<file path="src/rtl/rc5_pkg.sv">
// Shared definitions for the RC5 key-schedule controller: default sizes,
// magic constants, controller state encoding and a small compile-time helper.
package rc5_pkg;

    localparam int unsigned RC5_W = 32;  // word width in bits
    localparam int unsigned RC5_T = 26;  // S table length (2r+2, r=12)
    localparam int unsigned RC5_C = 4;   // L array length in words (16-byte key)

    // Magic constants used by the S-array init block.
    localparam logic [RC5_W-1:0] RC5_PW = 32'hB7E1_5163;
    localparam logic [RC5_W-1:0] RC5_QW = 32'h9E37_79B9;

    typedef enum logic [2:0] {
        ST_IDLE  = 3'd0,
        ST_PREP  = 3'd1,
        ST_MIX_S = 3'd2,
        ST_MIX_L = 3'd3,
        ST_DONE  = 3'd4
    } rc5_state_e;

    // Larger of two values; sizes the mixing loop at elaboration time.
    function automatic int unsigned max_int(input int unsigned a, input int unsigned b);
        return (a > b) ? a : b;
    endfunction

endpackage

</file>
<file path="src/rtl/rc5_rotl.sv">
// Combinational left rotate by a variable amount.
// Ports:
//   data_i  word to rotate
//   amt_i   rotation amount (only log2(w) bits, so it is implicitly mod w)
//   data_o  rotated word
module rc5_rotl #(
    parameter int unsigned w    = 32,
    parameter int unsigned sh_w = $clog2(w)
) (
    input  logic [w-1:0]    data_i,
    input  logic [sh_w-1:0] amt_i,
    output logic [w-1:0]    data_o
);

    logic [sh_w:0] rsh;

    // Amount 0 gives a right shift of w, which yields zero, so data passes through.
    always_comb begin
        rsh    = (sh_w + 1)'(w) - {1'b0, amt_i};
        data_o = (data_i << amt_i) | (data_i >> rsh);
    end

endmodule

</file>
<file path="src/rtl/rc5_key_schedule_ctrl.sv">
// RC5 key-expansion sequencer. Releases the L/S prep blocks on start, waits
// for both to finish, then runs the 3*max(t,c) mixing loop alternating one
// S update and one L update per iteration over async-read/sync-write memories.
// Ports:
//   clk, rst               clock and synchronous active-high reset
//   start                  one-cycle request; honoured only in IDLE or DONE
//   sub_rst                reset to the L/S prep blocks (1 = held)
//   l_done, s_done         prep block completion levels
//   S_address/S_rd_data    S memory read port (same-cycle data)
//   S_we/S_wr_data         S memory write port
//   L_address/L_rd_data    L memory read port (same-cycle data)
//   L_we/L_wr_data         L memory write port
//   busy, done             status: running / expanded table final
module rc5_key_schedule_ctrl
    import rc5_pkg::*;
#(
    parameter int unsigned w        = RC5_W,
    parameter int unsigned t        = RC5_T,
    parameter int unsigned t_length = $clog2(t),
    parameter int unsigned c        = RC5_C,
    parameter int unsigned c_length = $clog2(c)
) (
    input  logic                clk,
    input  logic                rst,
    input  logic                start,
    output logic                sub_rst,
    input  logic                l_done,
    input  logic                s_done,
    output logic [t_length-1:0] S_address,
    input  logic [w-1:0]        S_rd_data,
    output logic                S_we,
    output logic [w-1:0]        S_wr_data,
    output logic [c_length-1:0] L_address,
    input  logic [w-1:0]        L_rd_data,
    output logic                L_we,
    output logic [w-1:0]        L_wr_data,
    output logic                busy,
    output logic                done
);

    localparam int unsigned N_MIX = 3 * max_int(t, c);
    localparam int unsigned K_W   = $clog2(N_MIX);
    localparam int unsigned SH_W  = $clog2(w);

    rc5_state_e state_q, state_d;

    logic [w-1:0]        a_q, a_d;
    logic [w-1:0]        b_q, b_d;
    logic [t_length-1:0] i_q, i_d;
    logic [c_length-1:0] j_q, j_d;
    logic [K_W-1:0]      k_q, k_d;

    logic [w-1:0] ab;
    logic [w-1:0] sum_s;
    logic [w-1:0] sum_l;
    logic [w-1:0] new_a;
    logic [w-1:0] new_b;
    logic         restart;

    // Mixing arithmetic. In MIX_L, a_q already holds the A written in MIX_S.
    always_comb begin
        ab    = a_q + b_q;
        sum_s = S_rd_data + ab;
        sum_l = L_rd_data + ab;
    end

    rc5_rotl #(.w(w), .sh_w(SH_W)) u_rotl_s (
        .data_i (sum_s),
        .amt_i  (SH_W'(3)),
        .data_o (new_a)
    );

    rc5_rotl #(.w(w), .sh_w(SH_W)) u_rotl_l (
        .data_i (sum_l),
        .amt_i  (ab[SH_W-1:0]),
        .data_o (new_b)
    );

    // State register.
    always_ff @(posedge clk) begin
        if (rst) begin
            state_q <= ST_IDLE;
        end else begin
            state_q <= state_d;
        end
    end

    assign restart = start && ((state_q == ST_IDLE) || (state_q == ST_DONE));

    // Next-state logic.
    always_comb begin
        state_d = state_q;
        case (state_q)
            ST_IDLE, ST_DONE: if (start) state_d = ST_PREP;
            ST_PREP:          if (l_done && s_done) state_d = ST_MIX_S;
            ST_MIX_S:         state_d = ST_MIX_L;
            ST_MIX_L:         state_d = (k_q == K_W'(N_MIX - 1)) ? ST_DONE : ST_MIX_S;
            default:          state_d = ST_IDLE;
        endcase
    end

    // Output decode; write ports are live only in the two mixing states.
    always_comb begin
        sub_rst   = 1'b1;
        busy      = 1'b0;
        done      = 1'b0;
        S_address = i_q;
        S_we      = 1'b0;
        S_wr_data = '0;
        L_address = j_q;
        L_we      = 1'b0;
        L_wr_data = '0;
        case (state_q)
            ST_PREP: begin
                sub_rst = 1'b0;
                busy    = 1'b1;
            end
            ST_MIX_S: begin
                sub_rst   = 1'b0;
                busy      = 1'b1;
                S_we      = 1'b1;
                S_wr_data = new_a;
            end
            ST_MIX_L: begin
                sub_rst   = 1'b0;
                busy      = 1'b1;
                L_we      = 1'b1;
                L_wr_data = new_b;
            end
            ST_DONE: done = 1'b1;
            default: ;
        endcase
    end

    // Mixing registers: cleared on an accepted start, advanced in MIX states.
    always_comb begin
        a_d = a_q;
        b_d = b_q;
        i_d = i_q;
        j_d = j_q;
        k_d = k_q;
        if (restart) begin
            a_d = '0;
            b_d = '0;
            i_d = '0;
            j_d = '0;
            k_d = '0;
        end else if (state_q == ST_MIX_S) begin
            a_d = new_a;
        end else if (state_q == ST_MIX_L) begin
            b_d = new_b;
            i_d = (i_q == t_length'(t - 1)) ? '0 : i_q + t_length'(1);
            j_d = (j_q == c_length'(c - 1)) ? '0 : j_q + c_length'(1);
            k_d = k_q + K_W'(1);
        end
    end

    always_ff @(posedge clk) begin
        if (rst) begin
            a_q <= '0;
            b_q <= '0;
            i_q <= '0;
            j_q <= '0;
            k_q <= '0;
        end else begin
            a_q <= a_d;
            b_q <= b_d;
            i_q <= i_d;
            j_q <= j_d;
            k_q <= k_d;
        end
    end

endmodule

</file>
<file path="config.mk">
export PLATFORM = sky130hd
export DESIGN_NAME = rc5_key_schedule_ctrl
export DESIGN_NICKNAME = d
export VERILOG_FILES = /design/src/rtl/rc5_pkg.sv /design/src/rtl/rc5_rotl.sv /design/src/rtl/rc5_key_schedule_ctrl.sv
export SDC_FILE = /design/constraint.sdc
export NUM_CORES = 1
export LEC_CHECK = 0
export BUFFER_PORTS_ARGS = -buffer_cell sky130_fd_sc_hd__buf_2
export CORE_AREA = 3 3 161 280
export DETAILED_ROUTE_END_ITERATION = 6
export DIE_AREA = 0 0 164 283
export PLACE_DENSITY = 0.57
export SYNTH_ARGS = -nofsm -noshare
export SYNTH_HDL_FRONTEND = slang
export SYNTH_SLANG_ARGS = --single-unit
</file>
<file path="constraint.sdc">
create_clock -name clk -period 15.4 [get_ports clk]
set_input_delay 4.62 -clock clk [delete_from_list [all_inputs] [get_ports clk]]
set_output_delay 4.62 -clock clk [all_outputs]
set_load 0.01 [all_outputs]
</file>
==> results of run 1 <==
==> registers in the layout, indices dropped and copies added, names as in the netlist <==
register   flops
state_q        3
b_q           32
S_address      5
L_address      2
k_q            7
a_q           32
==> worst min-delay path: cells and delay by family (launching register included) <==
family / cells / cell delay [ns]
flip-flops: 1 / 0.31
AND/OR/NAND/NOR: 1 / 0.05
AO/OA/AOI/OAI: 1 / 0.05
==> stage by stage <==
stage,total power [mW],hold WS (ns)
global route,1.13,0.487
CTS,1.07,0.464
global placement,0.834,0.452
floorplan,0.612,0.441
finish,1.08,0.463
detailed placement,0.833,0.453
==> metal layers <==
layer | global-route usage, % | wire, um
met1 | 26.4 | 21100
met2 | 47.8 | 32100
met3 | 2.25 | 3330
met4 | 21.0 | 6200
met5 | 0 | 0
==> cells by family (layout without fill, tap and decap cells) <==
logic type | count (synthesis) | count (layout) | share of synthesized area [%]
AO/OA/AOI/OAI | 689 | 689 | 35.9
multiplexers | 66 | 66 | 7.53
buffers and inverters | 167 | 246 | 5.14
flip-flops | 81 | 81 | 12.6
adder cells (fa/ha/maj) | 105 | 105 | 10.4
AND/OR/NAND/NOR | 630 | 630 | 22.9
XOR/XNOR | 82 | 82 | 5.59
==> placed cells by master (no fill, tap or decap), types with 22 or more instances in the layout <==
cell type and n:
o211ai_1 36, o22ai_1 22, mux2i_1 29, inv_1 55, nor2_1 198, nand2_1 180, dfxtp_1 81, o21ai_0 112
nand3_1 43, a31oi_1 29, o21a_1 35, nor3_1 52, nand4_1 26, buf_4 26, a21o_1 63, mux4_2 23
buf_2 144, ha_1 101, a21oi_1 183, a211oi_1 32, xor2_1 28, xnor2_1 49
==> cell type report <==
type / count / area share [%]
Tap cell: 561 / 4.88
Sequential cell: 81 / 11.3
Clock inverter: 7 / 0.583
Clock buffer: 9 / 1.57
Multi-Input combinational cell: 1572 / 73.8
Timing Repair Buffer: 170 / 6.37
Inverter: 60 / 1.57
==> cell usage after synthesis, types with 36 or more instances <==
cell / instances / area [sq um]
nor2_1: 198 / 743
a21oi_1: 184 / 921
nand2_1: 180 / 676
o21ai_0: 112 / 561
ha_1: 102 / 1280
dfxtp_1: 81 / 1620
clkbuf_1: 73 / 274
a21o_1: 63 / 473
inv_1: 55 / 206
xnor2_1: 54 / 473
nor3_1: 52 / 260
nand3_1: 43 / 215
o211ai_1: 36 / 270
==> power breakdown <==
part / switching [mW] / total (mW) / internal, mW
clock: 0.0995 / 0.229 / 0.129
combinational: 0.432 / 0.632 / 0.200
sequential: 0.00566 / 0.220 / 0.214
==> worst max-delay path by stage <==
stage | endpoint | depth (start not counted) | slack [ns]
floorplan | L_wr_data[23] | 15 | 2.75
global placement | L_wr_data[27] | 14 | 1.69
detailed placement | L_wr_data[27] | 14 | 1.66
CTS | L_wr_data[27] | 14 | 1.66
global route | L_wr_data[27] | 14 | 1.26
finish | L_wr_data[4] | 15 | 1.45
==> impl_metrics.json, run 1 <==
{
  "status": "finished with violations",
  "violations": "design-rule violations",
  "clk_latency_ns": 0.36,
  "cp-start-kind": "input pin",
  "worstSetupPathType": "input pin to primary output",
  "dp_hpwl_um": 50500,
  "place_area_sq_um": 14100,
  "cp_slowest_cell": "a311oi_1",
  "yosysWarningCount": 0,
  "power_leakage_nw": 6.45,
  "place_worst_setup_slack_ns": 1.66,
  "avgSynthCellArea_sq_um": 7.06,
  "setup_ws_ns": 1.45,
  "p_per_area_nw_per_um2": 75.1,
  "die-area_sq_um": 46400,
  "cts_buffers": 9,
  "worstHoldEndpoint": "a_q[6]",
  "crit_path_max_fanout": 9,
  "grt_setup_unrepaired": "no",
  "rrSetupSlack_ns": 7.80,
  "worst_clock_skew_ns": 0.00781,
  "io_buffers": 144,
  "grt_pass1_wl_um": 92300,
  "nFillCells": 4626,
  "crit_start": "L_rd_data[0]",
  "max_stage_delay_ns": 0.78,
  "r2r_end": "b_q[27]",
  "seq_area_frac_synth_pct": 12.6,
  "finalCoreUtilization_pct": 33.5,
  "timing.final.hold_violations": 0,
  "htreeDepth": 3,
  "grt.total_usage_pct": 26.1,
  "dpl.cell_count": 2444,
  "grt_max_degree": 66,
  "ctsResizeCount": 0,
  "hold_class": "flip-flop to flip-flop",
  "grt_overflow_total": 0,
  "ios": 145,
  "hp-start": "a_q[6]",
  "ant_nets": 0,
  "clkSinkCount": 81,
  "drc_errors": 2,
  "hold_buffers": 0,
  "area_growth_pct": 11.9,
  "vias": 15300,
  "drt_iter0_drc": 1381,
  "clk_pin_slew_ns": 0.06,
  "crit_path_end_kind": "primary output",
  "synth_ff_type": "dfxtp_1",
  "stdcell_area_sq_um": 14400,
  "fp.dieH_um": 283,
  "final-instance-count-excl-fill": 2460,
  "cts_tree": "done",
  "worst-path-buf-inv": 2,
  "multi_input_area_sq_um": 10600,
  "drv_cap": 0,
  "layout_min_cycle_time_ns": 13.95,
  "antenna_found_initial": 0,
  "antenna_cells": 0,
  "viasPerCell": 6.20,
  "place.gp.congestion": 1.05,
  "initial_core_util_pct": 30.0,
  "setup_viol": 0,
  "slew_viol_final": 0,
  "cts_setup_buffers": 0,
  "slew_headroom_pct": 22.3,
  "worstRegToRegCells": 24,
  "synthDistinctLibCells": 92,
  "fmax_mhz": 71.7,
  "ir_drop_v": 0.0000634,
  "core_area_sq_um": 42900,
  "crit_chain": "buf_2, nand2_1, fa_1, nand2b_1, a21o_1, a2111o_1, and4b_4, o2111ai_1, nand4_1, a311oi_1, o21ai_0, a221oi_1, nor2_1, nor2_1, buf_2",
  "fp-row-count": 100,
  "synthArstFlopShare_pct": 0,
  "first_global_vias": 15100,
  "firstDrtPassIters": 7,
  "fin_crit_sh_pct": 90.6,
  "drive_above_1_share_pct": 13.5,
  "register_area_sq_um": 1620,
  "hold_depth": 2,
  "crit_family": "compound AO/OA/AOI/OAI gates",
  "worst_pin_slew_ns": 1.15,
  "nets": 2068,
  "synth_nets": 1994,
  "routedWlPerCell_um": 25.5,
  "synth-edff-count": 0,
  "wl_um": 62700,
  "final.setup.tns_ns": 0,
  "cp.required_ns": 10.78,
  "worstPathArrival_ns": 9.33,
  "dieWidth_um": 164,
  "r2r_start": "b_q[0]",
  "synth_area_sq_um": 12900,
  "synthCells": 1820,
  "ys_ff_latch": 81,
  "clockBufferDepth": 2,
  "cts.root.buffer_cell": "clkbuf_16"
}
(Power assumes the default switching activity.)
==> inputs of run 2 (changes only) <==
==> constraint.sdc (replaced) <==
create_clock -name clk -period 15.4 [get_ports clk]
set_input_delay 0.77 -clock clk [delete_from_list [all_inputs] [get_ports clk]]
set_output_delay 0.77 -clock clk [all_outputs]
set_load 0.01 [all_outputs]
==> run 2 against run 1 <==
The run now ends clean. Critical endpoint is now L_wr_data[7]. Via count is 1.2% lower. Register-to-register slack better by 0.39 ns. Combinational power hardly changed.
==> impl_metrics.json, run 2 (same netlist as run 1, synthesis figures left out) <==
{
  "status": "completed",
  "nets": 2067,
  "viasPerCell": 6.13,
  "p_per_area_nw_per_um2": 76.2,
  "slew_headroom_pct": 16.6,
  "vias": 15100,
  "hp-start": "a_q[24]",
  "grt.total_usage_pct": 25.9,
  "crit_path_max_fanout": 12,
  "clk_pin_slew_ns": 0.06,
  "worstPathArrival_ns": 7.62,
  "fin_crit_sh_pct": 54.5,
  "hold_buffers": 0,
  "drv_cap": 0,
  "setup_viol": 0,
  "worst_clock_skew_ns": 0.00807,
  "place.gp.congestion": 0.990,
  "crit_start": "a_q[0]",
  "cp.required_ns": 14.63,
  "comb_power_share_pct": 57.4,
  "antenna_cells": 0,
  "firstDrtPassIters": 7,
  "worstRegToRegCells": 24,
  "ir_drop_v": 0.0000620,
  "fmax_mhz": 119,
  "cts.root.buffer_cell": "clkbuf_16",
  "worst_pin_slew_ns": 1.24,
  "grt_overflow_total": 0,
  "mostFrequentLayoutCells": "198 x nor2_1, 183 x a21oi_1, 180 x nand2_1",
  "area_growth_pct": 12.1,
  "clockBufferDepth": 2,
  "ios": 145,
  "final.setup.tns_ns": 0,
  "nFillCells": 4636,
  "drt_iter0_drc": 1304,
  "seq_power_share_pct": 20.0,
  "drc_errors": 0,
  "switchingPower_uw": 532,
  "r2r_start": "a_q[0]",
  "timing.final.hold_violations": 0,
  "grt_setup_unrepaired": "no",
  "die-area_sq_um": 46400,
  "io_buffers": 144,
  "drive_above_1_share_pct": 13.4,
  "hold_depth": 2,
  "htreeDepth": 3,
  "grt_max_degree": 67,
  "power_mw": 1.10,
  "ctsResizeCount": 0,
  "ant_nets": 0,
  "fp-row-count": 100,
  "cp-start-kind": "flip-flop",
  "power_leakage_nw": 6.46,
  "hold_class": "flip-flop to flip-flop",
  "layout_min_cycle_time_ns": 8.39,
  "register_area_sq_um": 1620,
  "p_sw_share_pct": 48.4,
  "mostFrequentLayoutCell": "nor2_1",
  "worstSetupPathType": "flip-flop to primary output",
  "crit_path_end_kind": "primary output",
  "cts_setup_buffers": 0,
  "cts_buffers": 9,
  "initial_core_util_pct": 30.0,
  "clk_latency_ns": 0.35,
  "wl_um": 62100,
  "clock_power_share_pct": 22.6,
  "multi_input_area_sq_um": 10600,
  "core_area_sq_um": 42900,
  "dieWidth_um": 164,
  "first_global_vias": 14900,
  "slew_viol_final": 0,
  "routedWlPerCell_um": 25.3,
  "reg.largest.list": "a_q: 32 flops, b_q: 32 flops, k_q: 7 flops",
  "antenna_found_initial": 0,
  "fp.dieH_um": 283,
  "dp_hpwl_um": 50200,
  "cts_tree": "done",
  "p_int_uw": 566,
  "clkSinkCount": 81,
  "grt_pass1_wl_um": 91200
}
## run 2: cell count changes in the layout (fill, tap and decap cells not counted)
| cell | change |
|---|---|
| clkinvlp_4 | -1 |
| clkinv_4 | +2 |
| clkbuf_8 | +2 |
| inv_8 | -1 |
| inv_6 | -3 |
| buf_4 | -1 |
| xnor2_1 | +1 |
| xnor2_2 | -1 |
| bufinv_16 | +1 |
## run 2: path summary, 6_finish.rpt
check / endpoint / slack [ns]
setup / recovery: L_wr_data[7] / 7.01
hold / removal: a_q[24] / 0.46
setup reg to reg: b_q[19] / 8.19
hold reg to reg: a_q[24] / 0.46
## run 2: power by group through the flow
stage	logic (mW)	clock network (mW)	registers [mW]
after floorplan	0.391	0	0.221
after global placement	0.613	0	0.224
after detailed placement	0.610	0	0.225
after CTS	0.613	0.251	0.220
after global routing	0.663	0.257	0.220
final	0.630	0.248	0.220
## run 2: metal layers
layer	share of wire, %	vias to the layer above	wire, um	GRT usage [%]
met5	0	-	0	0
li1	-	7035	-	-
met3	4.4	197	2720	1.78
met1	35	7193	21600	26.4
met2	51	652	31600	47.1
met4	10	0	6230	21.1
## run 2: metrics by stage
step,hold slack (ns),area [sq um],instances,util [%],setup WS [ns]
finish,0.462,14400,2459,33.6,7.01
CTS,0.461,14400,2459,33.6,7.13
global route,0.485,14400,2459,33.6,6.77
detailed placement,0.451,14100,2443,32.8,7.55
global placement,0.451,14100,2443,32.8,7.56
floorplan,0.441,12900,1820,-,9.12
## run 2: area by class of cell
type                       instances  share of cell area [%]
clock buffer                      11                    1.75
clock inverter                     5                   0.599
inverter                          60                    1.56
multi-input combinational       1572                    73.6
sequential                        81                    11.3
tap                              561                    4.87
timing repair buffer             169                    6.31
## run 2: worst max-delay path, cell delays in order (launching register included)
cell and delay [ns]:
dfxtp_1 0.32, ha_2 0.20, fa_1 0.43, a21o_1 0.18
a21oi_1 0.23, nor2b_1 0.08, o21a_1 0.21, o221ai_1 0.25
nor3b_1 0.43, o311a_1 0.27, nor2_1 0.10, a21oi_1 0.20
xnor2_1 0.19, ha_1 0.59, and4_1 0.32, and2_1 0.19
nand3_1 0.09, a211o_1 0.35, and3_1 0.21, a311oi_2 0.46
xor2_1 0.31, o311ai_0 0.86, o21ai_0 0.26, a21o_1 0.23
a21oi_1 0.14, buf_2 0.16
==> inputs of run 3 (changes only) <==
--- a/config.mk
+++ b/config.mk
@@ -5,10 +5,11 @@
 export SDC_FILE = /design/constraint.sdc
 export NUM_CORES = 1
 export LEC_CHECK = 0
+export ABC_AREA = 1
 export BUFFER_PORTS_ARGS = -buffer_cell sky130_fd_sc_hd__buf_2
-export CORE_AREA = 3 3 161 280
+export CORE_AREA = 3 3 155 270
 export DETAILED_ROUTE_END_ITERATION = 6
-export DIE_AREA = 0 0 164 283
+export DIE_AREA = 0 0 158 273
 export PLACE_DENSITY = 0.57
 export SYNTH_ARGS = -nofsm -noshare
 export SYNTH_HDL_FRONTEND = slang
==> constraint.sdc (replaced) <==
create_clock -name clk -period 8.3 [get_ports clk]
set_input_delay 0.415 -clock clk [delete_from_list [all_inputs] [get_ports clk]]
set_output_delay 0.415 -clock clk [all_outputs]
set_load 0.01 [all_outputs]
==> run 3 against run 2 <==
The flow now finishes with violations (design-rule violations). First-iteration DRC count fell by 10%. Clock skew rose by 0.0024 ns. Utilization fell by 0.13 points. Sequential power rose by 86%. Cell count rose by 8.5%. Sequential share of layout area rose by 0.89 points. Critical path depth rose by 7. Clock-buffer cell count fell by 1.
==> impl_metrics.json, run 3 <==
{
  "worstSetupPathType": "flip-flop to primary output",
  "setup_viol": 0,
  "place.gp.congestion": 1.02,
  "grt_pass1_wl_um": 85200,
  "firstDrtPassIters": 7,
  "final.setup.tns_ns": 0,
  "endpoint": "L_wr_data[10]",
  "cts_buffers": 9,
  "core_area_sq_um": 39900,
  "crit_path_max_fanout": 4,
  "timing.final.hold_violations": 0,
  "drive_above_1_share_pct": 12.8,
  "synthDistinctLibCells": 59,
  "ys_ff_latch": 81,
  "clkSinkCount": 81,
  "p_per_area_nw_per_um2": 134,
  "yosysWarningCount": 0,
  "max_stage_delay_ns": 0.42,
  "antenna_cells": 0,
  "synth_top_area_share_pct": 18.0,
  "wl_um": 57500,
  "stdcell_area_sq_um": 13300,
  "rrSetupSlack_ns": 2.70,
  "fp.dieH_um": 273,
  "die-area_sq_um": 43100,
  "ys_top_cells_by_count": "568 x nand2_1, 297 x nand3_1, 224 x inv_1, 191 x a21oi_1, 160 x nor2_1",
  "slew_headroom_pct": 23.6,
  "worst_clock_skew_ns": 0.0104,
  "avgSynthCellArea_sq_um": 5.73,
  "mostFrequentLayoutCells": "568 x nand2_1, 297 x nand3_1, 224 x inv_1",
  "hold_buffers": 0,
  "worstRegToRegCells": 32,
  "cp.required_ns": 7.89,
  "power_mw": 1.79,
  "ant_nets": 0,
  "grt_overflow_total": 0,
  "drt_iter0_drc": 1173,
  "worst_pin_slew_ns": 1.14,
  "drc_errors": 1,
  "synthTopCellsByArea": "nand2_1 18%, dfxtp_1 14%, nand3_1 13%",
  "worstPathArrival_ns": 5.93,
  "dpl.cell_count": 2653,
  "nets": 2343,
  "place_worst_setup_slack_ns": 2.39,
  "cp-start-kind": "flip-flop",
  "reg.largest.list": "a_q: 32 flops, b_q: 32 flops, k_q: 7 flops",
  "ctsResizeCount": 0,
  "slew_viol_final": 0,
  "r2r_start": "a_q[0]",
  "synthArstFlopShare_pct": 0,
  "drv_cap": 0,
  "synthCells": 2072,
  "clk_latency_ns": 0.37,
  "clk_pin_slew_ns": 0.07,
  "setup_ws_ns": 1.95,
  "grt_max_degree": 55,
  "cpMostUsedCell": "nand2_1",
  "cts_setup_buffers": 0,
  "yosysTopAreaCell": "nand2_1",
  "crit_start": "a_q[0]",
  "io_buffers": 144,
  "crit_path_end_kind": "primary output",
  "clockBufferDepth": 2,
  "violations": "design-rule violations",
  "dp_hpwl_um": 47100,
  "htreeDepth": 3,
  "status": "finished with violations",
  "dieWidth_um": 158,
  "synth_ff_type": "dfxtp_1",
  "r2r_end": "b_q[18]",
  "cts_tree": "done",
  "nFillCells": 4515,
  "final-instance-count-excl-fill": 2669,
  "finalCoreUtilization_pct": 33.4,
  "first_global_vias": 14400,
  "synth_area_sq_um": 11900,
  "antenna_found_initial": 0,
  "hp-start": "rst",
  "fmax_mhz": 157,
  "cp_slowest_cell": "fa_1",
  "vias": 14500,
  "layout_min_cycle_time_ns": 6.35,
  "seq_area_frac_synth_pct": 13.7,
  "cts.root.buffer_cell": "clkbuf_16",
  "fp-row-count": 97,
  "holdWs_ns": 0.273,
  "place_area_sq_um": 13000,
  "yosysMostFrequentCell": "nand2_1",
  "ir_drop_v": 0.000102,
  "fin_crit_sh_pct": 76.5,
  "synth_nets": 2246,
  "mostFrequentLayoutCell": "nand2_1",
  "routedWlPerCell_um": 21.5,
  "viasPerCell": 5.45,
  "grt_setup_unrepaired": "no",
  "synth-edff-count": 0,
  "initial_core_util_pct": 29.7,
  "ios": 145,
  "hold_class": "input pin to flip-flop",
  "grt.total_usage_pct": 26.2,
  "area_growth_pct": 12.4,
  "power_leakage_nw": 7.07
}
run 3: cell types whose count changed after synthesis, moves of 38 or more:
| cell | delta |
|---|---|
| o21ai_0 | -48 |
| xnor2_1 | -39 |
| nand2_1 | +388 |
| a21o_1 | -54 |
| inv_1 | +169 |
| nor2_1 | -38 |
| nand3_1 | +254 |
run 3: cell type report:
cell class / count / area (sq um) / share of cell area [%]
multi-input combinational: 1679 / 9060 / 67.9
sequential: 81 / 1620 / 12.1
inverter: 238 / 893 / 6.69
timing repair buffer: 160 / 841 / 6.30
tap: 495 / 619 / 4.64
clock buffer: 10 / 239 / 1.79
clock inverter: 6 / 73.8 / 0.553
run 3: worst min-delay path by stage:
stage                     slack [ns]  cells past startpoint         end
after floorplan                 0.45                      2      a_q[3]
after global placement          0.46                      2      a_q[3]
after detailed placement        0.46                      2      a_q[3]
after CTS                       0.26                      2  state_q[1]
after global routing            0.28                      2  state_q[1]
final                           0.27                      2  state_q[1]
run 3: metal layers:
layer | GRT usage (%) | vias up | part of all wire (%)
li1 | - | 7108 | -
met4 | 22.7 | 0 | 11
met2 | 48.6 | 546 | 52
met3 | 2.80 | 196 | 4.3
met5 | 0 | - | 0
met1 | 24.9 | 6692 | 33
run 3: where the power goes:
part	internal [mW]	switching, mW
Sequential	0.398	0.0108
Combinational	0.265	0.679
Clock	0.245	0.188
run 3: worst max-delay path, delay by kind of cell, from the launching register on:
kind | cells | cell delay, ns
XOR/XNOR | 1 | 0.19
AND/OR/NAND/NOR | 17 | 2.19
flip-flops | 1 | 0.32
adder cells (fa/ha/maj) | 3 | 1.03
AO/OA/AOI/OAI | 8 | 1.50
buffers and inverters | 3 | 0.30
run 3: cells by family (layout without fill, tap and decap cells):
group | Yosys count | count (layout) | share of synthesized area [%]
AOI/OAI and AO/OA | 382 | 382 | 18.6
xor gates and xnor gates | 41 | 41 | 3.18
adders and majority gates | 105 | 105 | 11.3
buffers and inverters | 312 | 414 | 10.3
DFF | 81 | 81 | 13.7
muxes | 1 | 1 | 0.0843
and+or+nand+nor | 1150 | 1150 | 43.0
